File: config.mk
export PLATFORM = sky130hd
export DESIGN_NAME = recipe_gen
export DESIGN_NICKNAME = d
export VERILOG_FILES = /design/src/rtl/recipe_gen.sv
export SDC_FILE = /design/constraint.sdc
export NUM_CORES = 1
export LEC_CHECK = 0
export ABC_AREA = 1
export CAP_MARGIN = 25
export CORE_ASPECT_RATIO = 1.2
export CORE_UTILIZATION = 45
export CTS_CLUSTER_SIZE = 8
export DETAILED_ROUTE_END_ITERATION = 8
export PLACE_DENSITY = 0.73
export SLEW_MARGIN = 5
export SYNTH_ARGS = -nofsm -noshare
export SYNTH_HDL_FRONTEND = slang
export SYNTH_SLANG_ARGS = --single-unit
export TNS_END_PERCENT = 50
File: constraint.sdc
create_clock -name clk -period 4.3 [get_ports clk]
set_input_delay 0.645 -clock clk [delete_from_list [all_inputs] [get_ports clk]]
set_output_delay 0.645 -clock clk [all_outputs]
set_load 0.01 [all_outputs]
File: src/rtl/recipe_gen.sv
// Cake-recipe generator: fills NUM_LAYERS colour slots from a free-running LFSR,
// rejecting out-of-range or repeated colours, then caps the stack with a cherry code.
module recipe_gen #(
    parameter int unsigned NUM_LAYERS  = 5,
    parameter int unsigned CLR_W       = 3,
    parameter int unsigned NUM_COLOURS = 6,
    parameter logic [CLR_W-1:0] CHERRY_CODE = 3'b111,
    parameter int unsigned LFSR_W      = 8,
    parameter logic [LFSR_W-1:0] TAPS  = 8'hB8,
    parameter logic [LFSR_W-1:0] SEED  = 8'd56,
    parameter bit          NO_REPEAT   = 1'b1,
    parameter int unsigned MAX_RETRY   = 7,
    localparam int unsigned CNT_W      = $clog2(NUM_LAYERS + 1),
    localparam int unsigned RETRY_W    = $clog2(MAX_RETRY + 1),
    localparam int unsigned RECIPE_W   = (NUM_LAYERS + 1) * CLR_W
) (
    input  logic                clk,
    input  logic                resetn,
    input  logic                start,
    input  logic                seed_ld,
    input  logic [LFSR_W-1:0]   seed_in,
    output logic                busy,
    output logic                done,
    output logic                recipe_valid,
    output logic [CNT_W-1:0]    layer_count,
    output logic [RECIPE_W-1:0] recipe
);

    typedef enum logic [1:0] {StIdle, StGen, StDone} state_t;

    state_t             state;
    logic [LFSR_W-1:0]  lfsr;
    logic [RETRY_W-1:0] retry;
    logic [CLR_W-1:0]   cherry;
    logic [CLR_W-1:0]   layers [NUM_LAYERS];

    logic               lfsr_fb;
    logic [CLR_W-1:0]   cand;
    logic [CLR_W-1:0]   prev;
    logic [CLR_W-1:0]   fallback;
    logic [CLR_W-1:0]   new_layer;
    logic               cand_ok;
    logic               accept;

    always_comb begin
        lfsr_fb = ^(lfsr & TAPS);
        cand    = lfsr[CLR_W-1:0];
        prev    = '0;
        for (int i = 0; i < NUM_LAYERS; i++) begin
            if (layer_count == CNT_W'(i + 1)) prev = layers[i];
        end
        cand_ok   = (32'(cand) < NUM_COLOURS) &&
                    !(NO_REPEAT && (layer_count != '0) && (cand == prev));
        fallback  = CLR_W'((32'(prev) + 32'd1) % NUM_COLOURS);
        // A valid candidate always wins; the fallback only replaces a reject once
        // the retry budget is exhausted.
        accept    = cand_ok || (retry == RETRY_W'(MAX_RETRY));
        new_layer = cand_ok ? cand : fallback;
    end

    always_ff @(posedge clk) begin
        if (!resetn) begin
            state        <= StIdle;
            lfsr         <= SEED;
            retry        <= '0;
            cherry       <= '0;
            busy         <= 1'b0;
            done         <= 1'b0;
            recipe_valid <= 1'b0;
            layer_count  <= '0;
            for (int i = 0; i < NUM_LAYERS; i++) layers[i] <= '0;
        end else begin
            if (seed_ld) begin
                lfsr <= (seed_in == '0) ? LFSR_W'(1) : seed_in;
            end else begin
                lfsr <= {lfsr[LFSR_W-2:0], lfsr_fb};
            end
            done <= 1'b0;

            case (state)
                StIdle, StDone: begin
                    if (start) begin
                        state        <= StGen;
                        busy         <= 1'b1;
                        recipe_valid <= 1'b0;
                        layer_count  <= '0;
                        retry        <= '0;
                        cherry       <= '0;
                        for (int i = 0; i < NUM_LAYERS; i++) layers[i] <= '0;
                    end
                end
                StGen: begin
                    if (accept) begin
                        for (int i = 0; i < NUM_LAYERS; i++) begin
                            if (layer_count == CNT_W'(i)) layers[i] <= new_layer;
                        end
                        layer_count <= layer_count + CNT_W'(1);
                        retry       <= '0;
                        if (layer_count == CNT_W'(NUM_LAYERS - 1)) begin
                            state        <= StDone;
                            cherry       <= CHERRY_CODE;
                            busy         <= 1'b0;
                            done         <= 1'b1;
                            recipe_valid <= 1'b1;
                        end
                    end else begin
                        retry <= retry + RETRY_W'(1);
                    end
                end
                default: state <= StIdle;
            endcase
        end
    end

    // Cherry in the top slot, layer 1 directly beneath it, layer N at the LSBs.
    always_comb begin
        recipe = '0;
        recipe[NUM_LAYERS*CLR_W +: CLR_W] = cherry;
        for (int i = 0; i < NUM_LAYERS; i++) begin
            recipe[(NUM_LAYERS-1-i)*CLR_W +: CLR_W] = layers[i];
        end
    end

endmodule

==> impl_metrics.py <==
metrics = {
    "clocking": {
        "cts_inserted_buffers": 5,
        "post-cts-setup-buffers": 0,
        "insertion_delay_ps": 300,
        "cts_root_buf": "clkbuf_8",
        "clock_sinks": 34,
        "clk_pin_slew_worst_paths_ps": 70,
        "cts_resized": 0,
        "postCtsHoldBufs": 0,
        "cts_tree": "built",
        "cts_max_level": 2,
        "cts_max_path_buffers": 2,
    },
    "status": {
        "outcome": "completed",
    },
    "synthesis": {
        "syn_inst": 249,
        "synth_nets": 272,
        "mappedNetlistArea_um2": 1910,
        "avgSynthCellArea_um2": 7.66,
        "synth_seq_cells": 34,
        "yosysWarnings": 0,
        "ys_types": 28,
        "seq_area_frac_synth_pct": 43.6,
    },
    "cells_and_area": {
        "drive_above_1_share_pct": 7.29,
        "final_nets": 310,
        "area_delta_synth_final_pct": 24.9,
        "finalInstanceArea_um2": 2380,
        "fin_util_pct": 59.5,
        "final_common_cell": "nand2_1",
        "final_cell_mix": "65 x nand2_1, 36 x inv_1, 35 x clkdlybuf4s50_1, 27 x nor2_1",
        "antenna_cells": 0,
    },
    "pwr": {
        "pwr-share-comb_pct": 18.5,
        "power.switching_uw": 214,
        "internal-power_uw": 536,
        "ir_drop_mv": 0.207,
        "leakagePower_nw": 1.08,
        "power.density_nw_per_um2": 315,
        "power.total_uw": 751,
        "clkPwrFrac_pct": 31.1,
        "p_seq_share_pct": 50.4,
        "sw_frac_of_total_pct": 28.6,
    },
    "global_routing": {
        "grt_pass1_vias": 1489,
        "grt_overflow": 0,
        "antenna_found_initial": 0,
        "grt_max_degree": 14,
        "grt_pass1_wl_mm": 6.71,
        "grt_use_total_pct": 20.7,
    },
    "floorplanning": {
        "core_um2": 4000,
        "die_w_um": 61.4,
        "die_h_um": 73.3,
        "ios": 36,
        "std_cell_rows": 25,
        "start_util_pct": 47.6,
        "die_area_um2": 4500,
    },
    "timing": {
        "rsz0062_at_grt": "false",
        "setup_violations": 0,
        "worstMarginPinSlew_ps": 433,
        "hold_viol": 0,
        "skew_ps": 15.9,
        "tns_ps": 0,
        "max_slew_margin_pct": 71.0,
        "fmax_mhz": 313,
        "fin_crit_sh_pct": 74.2,
        "slew_viol_final": 0,
        "finalCriticalPeriod_ps": 3190,
    },
    "routing": {
        "drt-total-wl_mm": 4.21,
        "final_antenna_net_count": 0,
        "dr.pass1.iters": 4,
        "initialDrtViolationCount": 79,
        "viasPerCell": 4.89,
        "vias": 1674,
        "drcViolationCount": 0,
        "wl_per_cell_um": 12.3,
    },
    "worst_hold_path": {
        "hold_path_class": "register to register",
    },
    "critical_path": {
        "endpoint": "layers[0][11]",
        "rrSetupSlack_ps": 1110,
        "critPathLaunch": "layer_count[0]",
        "crit_path_start_kind": "register",
        "rr_endpoint": "layers[0][11]",
        "arrival_ps": 3250,
        "r2r-start": "layer_count[0]",
        "critPathKind": "register to register",
        "path_max_fanout": 5,
        "r2r_cells": 22,
        "cp-end-kind": "register",
        "required_ps": 4360,
    },
    "placed_design": {
        "port-buffer-count": 35,
        "hpwl_mm": 3.25,
        "place_congestion": 0.835,
        "placed_cell_area_um2": 2300,
    },
    "job": {
        "drv_cap": 0,
    },
}
worst min path at each step:
stage | start | endpoint | slack, ps | cells past startpoint
2_1_floorplan | lfsr[6] | lfsr[7] | 440 | 2
3_3_place_gp | lfsr[6] | lfsr[7] | 450 | 2
3_5_place_dp | lfsr[6] | lfsr[7] | 450 | 2
4_1_cts | lfsr[6] | lfsr[7] | 470 | 2
5_1_grt | lfsr[6] | lfsr[7] | 490 | 2
6_report | lfsr[6] | lfsr[7] | 470 | 2
critical path: stages, from the launching register on:
cell and delay, ps:
dfxtp_1 350, inv_1 110, ha_1 250, inv_1 60, nor2_1 190, nand2_1 80, nand3_1 90, nand2_1 60
nand2_1 80, nand2_1 70, inv_1 140, ha_1 200, nand3_1 110, and2_1 190, ha_1 260, nor2_1 40
nand3_1 70, nand2_1 60, nand2_1 70, nand3_1 60, nand2_1 60, nand2_1 40, nor2_1 310
stage by stage:
| stage | std cells | setup WS [ps] | hold slack, ps |
|---|---|---|---|
| 4_1_cts | 342 | 1120 | 469 |
| 3_3_place_gp | 334 | 1220 | 453 |
| 5_1_grt | 342 | 744 | 489 |
| 2_1_floorplan | 249 | 1550 | 439 |
| 3_5_place_dp | 334 | 1110 | 453 |
| 6_report | 342 | 1110 | 465 |
synth_stat cells:
cell	n	area [µm²]
nand2_1	65	244
inv_1	36	135
nor2_1	27	101
dfxtp_1	19	380
nand3_1	19	95.1
edfxtp_1	15	450
a21oi_1	13	65.1
ha_1	11	138
o21ai_0	10	50.1
nand2_2	4	25.0
nand3_2	4	40.0
buf_4	3	22.5
nor3_1	3	15.0
or2_1	3	18.8
xnor2_1	3	26.3
nand2_4	2	22.5
a211oi_1	1	7.51
and2_1	1	6.26
clkbuf_1	1	3.75
clkinv_1	1	3.75
clkinv_2	1	5.00
inv_2	1	3.75
nand3b_1	1	7.51
nor2_2	1	6.26
nor4_1	1	6.26
o211ai_1	1	7.51
o21a_1	1	7.51
o31ai_2	1	12.5
routing by layer:
layer	global-route usage [%]	vias to the layer above	wire length, µm
li1	-	863	-
met1	26.7	772	1910
met2	33.7	32	2070
met3	3.70	7	142
met4	8.89	0	80
met5	0	-	0
sequential cells by signal (all words and copies together), names as in the netlist:
signal and cells:
layers 15, busy 1, state 2, layer_count 3
lfsr 8, retry 3, cherry 1, done 1
kinds of logic (layout without fill, tap and decap cells):
logic type      Yosys count  after routing  synth area share [%]
xor+xnor                  3              3                  1.38
flops                    34             34                  43.6
compound gates           27             27                  7.87
fa+ha+maj                11             11                  7.22
buf+inv                  43             82                  9.12
simple gates            131            131                  30.8
final cells by class:
cell class	count	area (µm²)
clock buffers	6	72.6
clock inverters	2	10.0
fillers	397	1620
inverters	39	148
multi-input cells	172	902
flip-flops and latches	34	831
well taps	54	67.6
repair buffers	35	350
power groups by stage:
| stage | registers, mW | clock network [mW] | logic, mW |
|---|---|---|---|
| CTS | 0.379 | 0.232 | 0.139 |
| finish | 0.378 | 0.233 | 0.139 |
| detailed placement | 0.385 | 0 | 0.139 |
| global route | 0.381 | 0.242 | 0.154 |
| floorplan | 0.389 | 0 | 0.0715 |
| global placement | 0.386 | 0 | 0.137 |
Power figures use the tool's default switching activity.
